--- src/rtl/jt51_sh_ring_if.sv ---
// rtl/jt51_sh_ring_if.sv - control and read-out bundle for the jt51_sh_ring slot register
interface jt51_sh_ring_if #(
   parameter int WIDTH  = 5,
   parameter int STAGES = 32
);
   localparam int SW = (STAGES > 2) ? $clog2(STAGES) : 1;

   logic             en;
   logic             ld;
   logic [WIDTH-1:0] mask;
   logic [WIDTH-1:0] din;
   logic [WIDTH-1:0] drop;
   logic [WIDTH-1:0] tap;
   logic [SW-1:0]    slot;
   logic             zero;
   logic             valid;

   modport master (
      output en, ld, mask, din,
      input  drop, tap, slot, zero, valid
   );

   modport slave (
      input  en, ld, mask, din,
      output drop, tap, slot, zero, valid
   );
endinterface

--- src/rtl/jt51_sh_ring.sv ---
// rtl/jt51_sh_ring.sv - circular time-slot register with bit-masked reload, slot counter,
// secondary tap and first-rotation-complete flag
module jt51_sh_ring #(
   parameter int               WIDTH  = 5,
   parameter int               STAGES = 32,
   parameter int               TAP    = 16,
   parameter logic [WIDTH-1:0] RSTVAL = '0
) (
   input  logic          clk,
   input  logic          rst_n,
   jt51_sh_ring_if.slave bus
);
   localparam int            SW   = (STAGES > 2) ? $clog2(STAGES) : 1;
   localparam logic [SW-1:0] LAST = SW'(STAGES - 1);

   logic [WIDTH-1:0] ring_q [STAGES];
   logic [WIDTH-1:0] ring_d [STAGES];
   logic [SW-1:0]    slot_q;
   logic [SW-1:0]    slot_d;
   logic             valid_q;
   logic             valid_d;
   logic [WIDTH-1:0] exit_w;
   logic [WIDTH-1:0] next_w;
   logic             wrap_w;

   // Position 0 is the slot being serviced; its word re-enters at the tail,
   // so the slot counter and the data stay locked together.
   always_comb begin
      exit_w  = ring_q[0];
      next_w  = bus.ld ? ((bus.din & bus.mask) | (exit_w & ~bus.mask)) : exit_w;
      wrap_w  = (slot_q == LAST);
      ring_d  = ring_q;
      slot_d  = slot_q;
      valid_d = valid_q;
      if (bus.en) begin
         for (int k = 0; k < STAGES - 1; k++) begin
            ring_d[k] = ring_q[k + 1];
         end
         ring_d[STAGES - 1] = next_w;
         slot_d             = wrap_w ? '0 : slot_q + SW'(1);
         valid_d            = valid_q | wrap_w;
      end
   end

   always_ff @(posedge clk or negedge rst_n) begin
      if (!rst_n) begin
         for (int k = 0; k < STAGES; k++) begin
            ring_q[k] <= RSTVAL;
         end
         slot_q  <= '0;
         valid_q <= 1'b0;
      end else begin
         for (int k = 0; k < STAGES; k++) begin
            ring_q[k] <= ring_d[k];
         end
         slot_q  <= slot_d;
         valid_q <= valid_d;
      end
   end

   assign bus.drop  = ring_q[0];
   assign bus.tap   = ring_q[TAP];
   assign bus.slot  = slot_q;
   assign bus.zero  = (slot_q == '0);
   assign bus.valid = valid_q;
endmodule
--- src/flat_wrapper.sv ---
// flat-port wrapper written by rule: the top's interface ports become plain ports
module jt51_sh_ring_flat 
#(
   parameter int               WIDTH  = 5,
   parameter int               STAGES = 32,
   parameter int               TAP    = 16,
   parameter logic [WIDTH-1:0] RSTVAL = '0
)
  (clk, rst_n, bus_en, bus_ld, bus_mask, bus_din, bus_drop, bus_tap, bus_slot, bus_zero, bus_valid);
  jt51_sh_ring_if #(.WIDTH(WIDTH), .STAGES(STAGES)) bus_i ();
  input  logic clk;
  input  logic rst_n;
  input wire logic [$bits(bus_i.en)-1:0] bus_en;
  input wire logic [$bits(bus_i.ld)-1:0] bus_ld;
  input wire logic [$bits(bus_i.mask)-1:0] bus_mask;
  input wire logic [$bits(bus_i.din)-1:0] bus_din;
  output wire logic [$bits(bus_i.drop)-1:0] bus_drop;
  output wire logic [$bits(bus_i.tap)-1:0] bus_tap;
  output wire logic [$bits(bus_i.slot)-1:0] bus_slot;
  output wire logic [$bits(bus_i.zero)-1:0] bus_zero;
  output wire logic [$bits(bus_i.valid)-1:0] bus_valid;
  assign bus_i.en = bus_en;
  assign bus_i.ld = bus_ld;
  assign bus_i.mask = bus_mask;
  assign bus_i.din = bus_din;
  assign bus_drop = bus_i.drop;
  assign bus_tap = bus_i.tap;
  assign bus_slot = bus_i.slot;
  assign bus_zero = bus_i.zero;
  assign bus_valid = bus_i.valid;
  jt51_sh_ring #(.WIDTH(WIDTH), .STAGES(STAGES), .TAP(TAP), .RSTVAL(RSTVAL)) u_core (.clk(clk), .rst_n(rst_n), .bus(bus_i));
endmodule
--- config.mk ---
export PLATFORM = sky130hd
export DESIGN_NAME = jt51_sh_ring_flat
export DESIGN_NICKNAME = d
export VERILOG_FILES = /design/src/rtl/jt51_sh_ring_if.sv /design/src/rtl/jt51_sh_ring.sv /design/src/flat_wrapper.sv
export SDC_FILE = /design/constraint.sdc
export NUM_CORES = 1
export LEC_CHECK = 0
export CAP_MARGIN = 15
export CORE_MARGIN = 1
export CORE_UTILIZATION = 55
export DETAILED_ROUTE_END_ITERATION = 8
export PLACE_DENSITY = 0.86
export RECOVER_POWER = 50
export SLEW_MARGIN = 20
export SYNTH_ARGS = -nofsm -noshare
export SYNTH_HDL_FRONTEND = slang
export SYNTH_SLANG_ARGS = --single-unit
export TNS_END_PERCENT = 100
--- constraint.sdc ---
create_clock -name clk -period 4.4 [get_ports clk]
set_input_delay 0.88 -clock clk [delete_from_list [all_inputs] [get_ports clk]]
set_output_delay 0.88 -clock clk [all_outputs]
set_load 0.005 [all_outputs]
==> results.json, run 1 <==
{
  "fin_total_pwr_mw": 4.62,
  "die_area_um2": 12000,
  "pwr_density_cell_nw_per_um2": 640,
  "drv_cap": 2,
  "final_hold_viol_count": 0,
  "rsz0062_at_grt": "false",
  "fp.dieH_um": 110,
  "clk_path_buf_depth": 2,
  "dp_slack_ns": 1.93,
  "nNetsFinal": 433,
  "insertion_delay_ns": 0.40,
  "hold-path-endpoint": "u_core.bus.valid$_DFFE_PN0P_",
  "routabilityCongestion": 0.690,
  "grtUsageTotal_pct": 17.5,
  "drtAntennaViolNets": 0,
  "r2r-end": "u_core.bus.slot[3]$_DFFE_PN0P_",
  "holdCritStartpoint": "u_core.bus.valid$_DFFE_PN0P_",
  "grt_pass1_vias": 3341,
  "avgSynthCellArea_um2": 16.3,
  "synth_top_area_share_pct": 65.2,
  "yosys_most_used_dff": "dfrtp_1",
  "startpoint_type": "primary input",
  "ys_ff_latch": 166,
  "hpwl_um": 5500,
  "yosys_warnings": 0,
  "pin_count": 31,
  "max_freq_ghz": 0.321,
  "tritoncts": "built",
  "ys_top_cells_by_area": "dfrtp_1 65%, mux2_2 28%, buf_4 3.1%, mux2i_1 0.79%, ha_1 0.59%",
  "via_per_inst": 5.37,
  "syn_inst": 392,
  "clk_pin_slew_worst_paths_ns": 0.06,
  "yosys.area.top_type": "dfrtp_1",
  "cp_max_fo": 94,
  "reg2reg_setup_slack_ns": 2.85,
  "synth-edff-count": 0,
  "crit_path_max_incr_delay_ns": 1.52,
  "numPortBuffers": 30,
  "power_leakage_nw": 3.38,
  "area.sequential_um2": 4150,
  "path_class": "in -> reg",
  "crit_path_end_kind": "register",
  "crit_chain": "clkbuf_2 > buf_4 > mux2_2",
  "fin_ws_ns": 1.29,
  "min_period_ns": 3.11,
  "antenna_cells": 0,
  "ctsResizeCount": 0,
  "drt-wirelength-per-cell_um": 16.7,
  "ys_seq_area_share_pct": 65.2,
  "drive_above_1_share_pct": 44.3,
  "worst_path_max_delay_cell": "clkbuf_2",
  "setup_tns_ns": 0,
  "rows": 38,
  "setup_viol": 0,
  "core_area_um2": 11100,
  "max-vdd-ir-drop_v": 0.000393,
  "utilization_pct": 65.2,
  "cts.sinks": 166,
  "syn_nets": 409,
  "drc": 0,
  "tightestPinTransition_ns": 2.17,
  "overflow": 0,
  "antenna_found_initial": 0,
  "synth_commonest_cells": "166 x dfrtp_1, 156 x mux2_2, 26 x buf_4, 7 x nand2_1",
  "cts_made_buffers": 17,
  "final_max_slew_viol_count": 184,
  "grt_max_degree": 95,
  "cts_max_level": 4,
  "slew_headroom_pct": -44.6,
  "drt_iter0_drc": 169,
  "finalClockSkew_ns": 0.00657,
  "min_path_cells": 1,
  "multi_input_area_um2": 2000,
  "first_pass_iters": 4,
  "place_area_um2": 6680,
  "hold_slack_ns": 0.461,
  "start_util_pct": 57.5,
  "netlist_area_um2": 6370,
  "postCtsSetupBuffers": 0,
  "crit_arrival_ns": 3.39,
  "grt_pass1_wl_um": 15800,
  "cts_hold_buffers": 0,
  "dr_total_vias": 3047,
  "die-width_um": 110,
  "violations": "capacitance limit, slew limit",
  "yosysUniqueCellTypes": 18,
  "finalNonFillerCells": 567,
  "dp_cells": 537,
  "ys_async_sr_fraction_pct": 100,
  "status": "finished with violations",
  "r2r_cells": 5,
  "n_fill_cell": 731,
  "required_ns": 4.68,
  "clockRootBuffer": "clkbuf_16",
  "reg2reg_from": "u_core.bus.slot[0]$_DFFE_PN0P_",
  "layout_worst_path_cycle_share_pct": 70.7,
  "area_growth_pct": 13.3,
  "finalWirelength_um": 9460,
  "final_area_um2": 7220,
  "hold_class": "reg -> reg",
  "synth_most_common_cell": "dfrtp_1"
}
metal layers:
layer | share of wire (%) | GRT usage [%] | routed length (µm) | up-vias
li1 | - | - | - | 1411
met5 | 0 | 0 | 0 | -
met4 | 1.0 | 6.48 | 95 | 0
met3 | 3.0 | 4.45 | 279 | 10
met1 | 43 | 21.1 | 4030 | 1574
met2 | 53 | 30.4 | 5050 | 52
layout by cell type (no fill, tap or decap):
cell and n:
buf_12 1, clkdlybuf4s50_1 28, clkbuf_8 7, nor2b_1 1, a21o_1 1, clkbuf_2 2
mux2_2 156, nor4b_1 2, clkbuf_16 17, nand3_1 3, o21ai_1 1, inv_1 3
clkbuf_1 3, o21ai_0 3, clkinv_2 3, and3_1 1, nand2_1 7, mux2i_1 5
a311o_1 1, a21oi_1 5, buf_4 3, ha_1 3, nor2_1 5, dfrtp_1 166
flip-flops by register name (all words and copies together), names as in the netlist:
signal,cells
u_core.bus.slot,5
u_core.bus.drop,5
u_core.bus.tap,5
u_core.bus.valid,1
u_core.ring_q,150
power breakdown:
group	switching [mW]	total, mW	leakage (nW)	internal, mW
Clock	0.533	1.35	0.275	0.819
Combinational	0.270	0.831	0.998	0.560
Sequential	0.329	2.44	2.11	2.11
Total	1.13	4.62	3.38	3.49
final cells by class:
cell class | count | area share (%)
clock buffers | 27 | 7.38
inverters | 3 | 0.156
repair buffers | 34 | 4.61
well taps | 140 | 2.43
flip-flops and latches | 166 | 57.5
clock inverters | 3 | 0.208
multi-input cells | 194 | 27.7
critical path: cells and delay by family:
kind	cells	cell delay, ns
buffers and inverters	2	2.07
multiplexers	1	0.39
logic make-up (layout without fill, tap and decap cells):
kind of cell             after synthesis  in the layout  synth area share [%]
adder cells (fa/ha/maj)                3              3                 0.589
AO/OA/AOI/OAI                         11             11                 0.982
flip-flops                           166            166                  65.2
buffers and inverters                 32             67                  3.48
multiplexers                         161            161                  28.4
AND/OR/NAND/NOR                       19             19                  1.41
worst max-delay path by stage:
stage,from,to,cells past startpoint
2_1_floorplan,u_core.bus.slot[0]$_DFFE_PN0P_,bus_zero,3
3_3_place_gp,bus_en,u_core.bus.slot[3]$_DFFE_PN0P_,4
3_5_place_dp,bus_en,u_core.ring_q[7]$_DFFE_PN0P_,3
4_1_cts,u_core.bus.slot[1]$_DFFE_PN0P_,bus_zero,4
5_1_grt,bus_en,u_core.bus.slot[3]$_DFFE_PN0P_,4
6_report,bus_en,u_core.ring_q[56]$_DFFE_PN0P_,3
Power figures use the tool's default switching activity.
==> run 2, diff against run 1 <==
--- a/config.mk
+++ b/config.mk
@@ -7,9 +7,9 @@
 export LEC_CHECK = 0
 export CAP_MARGIN = 15
 export CORE_MARGIN = 1
-export CORE_UTILIZATION = 55
+export CORE_UTILIZATION = 54
 export DETAILED_ROUTE_END_ITERATION = 8
-export PLACE_DENSITY = 0.86
+export PLACE_DENSITY = 0.88
 export RECOVER_POWER = 50
 export SLEW_MARGIN = 20
 export SYNTH_ARGS = -nofsm -noshare
==> constraint.sdc (replaced) <==
create_clock -name clk -period 2.65 [get_ports clk]
set_input_delay 0.53 -clock clk [delete_from_list [all_inputs] [get_ports clk]]
set_output_delay 0.53 -clock clk [all_outputs]
set_load 0.005 [all_outputs]
==> run 2 against run 1 <==
The flow still finishes with violations (capacitance limit, slew limit); sequential power grew 65%; clock-buffer cell count decreased by 2; final cell count up 0.71%; hold slack got worse by 0.42 ns; global-route usage shrank 0.49 points; sequential share of layout area is 0.13 points lower; sequential cell count is the same; first-iteration DRC count grew 38%; core utilization down 2.1 points; largest power group unchanged.
==> results.json, run 2 (same netlist as run 1, synthesis figures left out) <==
{
  "status": "finished with violations",
  "violations": "capacitance limit, slew limit",
  "n_fill_cell": 754,
  "fin_total_pwr_mw": 7.53,
  "core_area_um2": 11500,
  "tritoncts": "built",
  "drt-wirelength-per-cell_um": 16.0,
  "grt_pass1_vias": 3400,
  "mostFrequentLayoutCells": "166 x dfrtp_1, 156 x mux2_2, 28 x clkdlybuf4s50_1, 17 x clkbuf_16, 7 x nand2_1",
  "reg2reg_setup_slack_ns": 1.08,
  "dr_total_vias": 3039,
  "drc": 0,
  "finalClockSkew_ns": 0.00476,
  "ctsResizeCount": 0,
  "hpwl_um": 5420,
  "drt_iter0_drc": 233,
  "antenna_cells": 0,
  "grtUsageTotal_pct": 17.0,
  "clockRootBuffer": "clkbuf_16",
  "drv_cap": 1,
  "routabilityCongestion": 0.795,
  "setup_viol": 0,
  "power_leakage_nw": 3.38,
  "rsz0062_at_grt": "false",
  "setup_tns_ns": 0,
  "area_growth_pct": 13.5,
  "crit_arrival_ns": 1.87,
  "final_area_um2": 7230,
  "grt_pass1_wl_um": 16400,
  "die_area_um2": 12200,
  "regMostFlops": "u_core.ring_q",
  "tightestPinTransition_ns": 1.75,
  "final_common_cell": "dfrtp_1",
  "via_per_inst": 5.32,
  "numPortBuffers": 30,
  "final_hold_viol_count": 0,
  "max_freq_ghz": 0.416,
  "postCtsSetupBuffers": 0,
  "cts.sinks": 166,
  "drtAntennaViolNets": 0,
  "hold_slack_ns": 0.0423,
  "die-width_um": 111,
  "place_area_um2": 6740,
  "rows": 39,
  "cts_max_level": 4,
  "finalWirelength_um": 9140,
  "final_max_slew_viol_count": 36,
  "dp_cells": 542,
  "pwr_density_cell_nw_per_um2": 1040,
  "pin_count": 31,
  "hold_class": "in -> async",
  "first_pass_iters": 6,
  "crit_path_end_kind": "output pin",
  "largest_reg_flops": 150,
  "overflow": 0,
  "clk_path_buf_depth": 2,
  "multi_input_area_um2": 2000,
  "cts_hold_buffers": 0,
  "drive_above_1_share_pct": 43.9,
  "r2r_cells": 5,
  "nNetsFinal": 435,
  "max-vdd-ir-drop_v": 0.000572,
  "antenna_found_initial": 0,
  "required_ns": 2.12,
  "clk_pin_slew_worst_paths_ns": 0.06,
  "grt_max_degree": 87,
  "layout_worst_path_cycle_share_pct": 90.6,
  "area.sequential_um2": 4150,
  "insertion_delay_ns": 0.41,
  "reg2reg_from": "u_core.bus.slot[0]$_DFFE_PN0P_",
  "finalNonFillerCells": 571,
  "cts_made_buffers": 17,
  "start_util_pct": 55.6,
  "min_period_ns": 2.40,
  "r2r-end": "u_core.bus.slot[3]$_DFFE_PN0P_",
  "startpoint_type": "register",
  "slew_headroom_pct": -16.9,
  "fp.dieH_um": 111,
  "path_class": "reg -> out",
  "cp_max_fo": 4
}
==> run 2: critical path, stage by stage (launching register included) <==
cell and delay [ns]:
dfrtp_1 0.41, inv_1 0.12, ha_1 0.16, nor4b_1 0.23, clkdlybuf4s50_1 0.55
==> run 2: cell type report <==
cell class	count	share of cell area (%)
flip-flops and latches	166	57.4
clock inverters	4	0.311
repair buffers	36	5.19
inverters	3	0.156
clock buffers	25	6.85
multi-input cells	194	27.6
well taps	143	2.47
==> run 2: stage by stage <==
stage	setup WS, ns	util (%)
floorplan	1.22	-
global placement	0.741	58.8
detailed placement	0.685	58.8
CTS	0.241	63.3
global route	0.0991	63.1
finish	0.249	63.1
==> run 2: how the worst max path moves through the flow <==
stage	from	to	slack [ns]
floorplan	u_core.bus.slot[0]$_DFFE_PN0P_	u_core.bus.slot[3]$_DFFE_PN0P_	1.22
global placement	u_core.bus.slot[0]$_DFFE_PN0P_	bus_zero	0.74
detailed placement	u_core.bus.slot[0]$_DFFE_PN0P_	bus_zero	0.69
CTS	u_core.bus.slot[0]$_DFFE_PN0P_	bus_zero	0.24
global route	u_core.bus.slot[0]$_DFFE_PN0P_	bus_zero	0.1
finish	u_core.bus.slot[0]$_DFFE_PN0P_	bus_zero	0.25
==> run 2: routing by layer <==
layer / GRT usage [%] / vias up / share of wire, %
met3: 5.38 / 8 / 2.5
met4: 5.87 / 0 / 1.0
li1: - / 1414 / -
met5: 0 / - / 0
met2: 27.9 / 51 / 51
met1: 21.4 / 1566 / 45
==> run 2: report_power, final <==
| part | internal, mW | switching, mW |
|---|---|---|
| registers | 3.50 | 0.518 |
| clock network | 1.28 | 0.868 |
| logic | 0.930 | 0.439 |
| total | 5.70 | 1.83 |
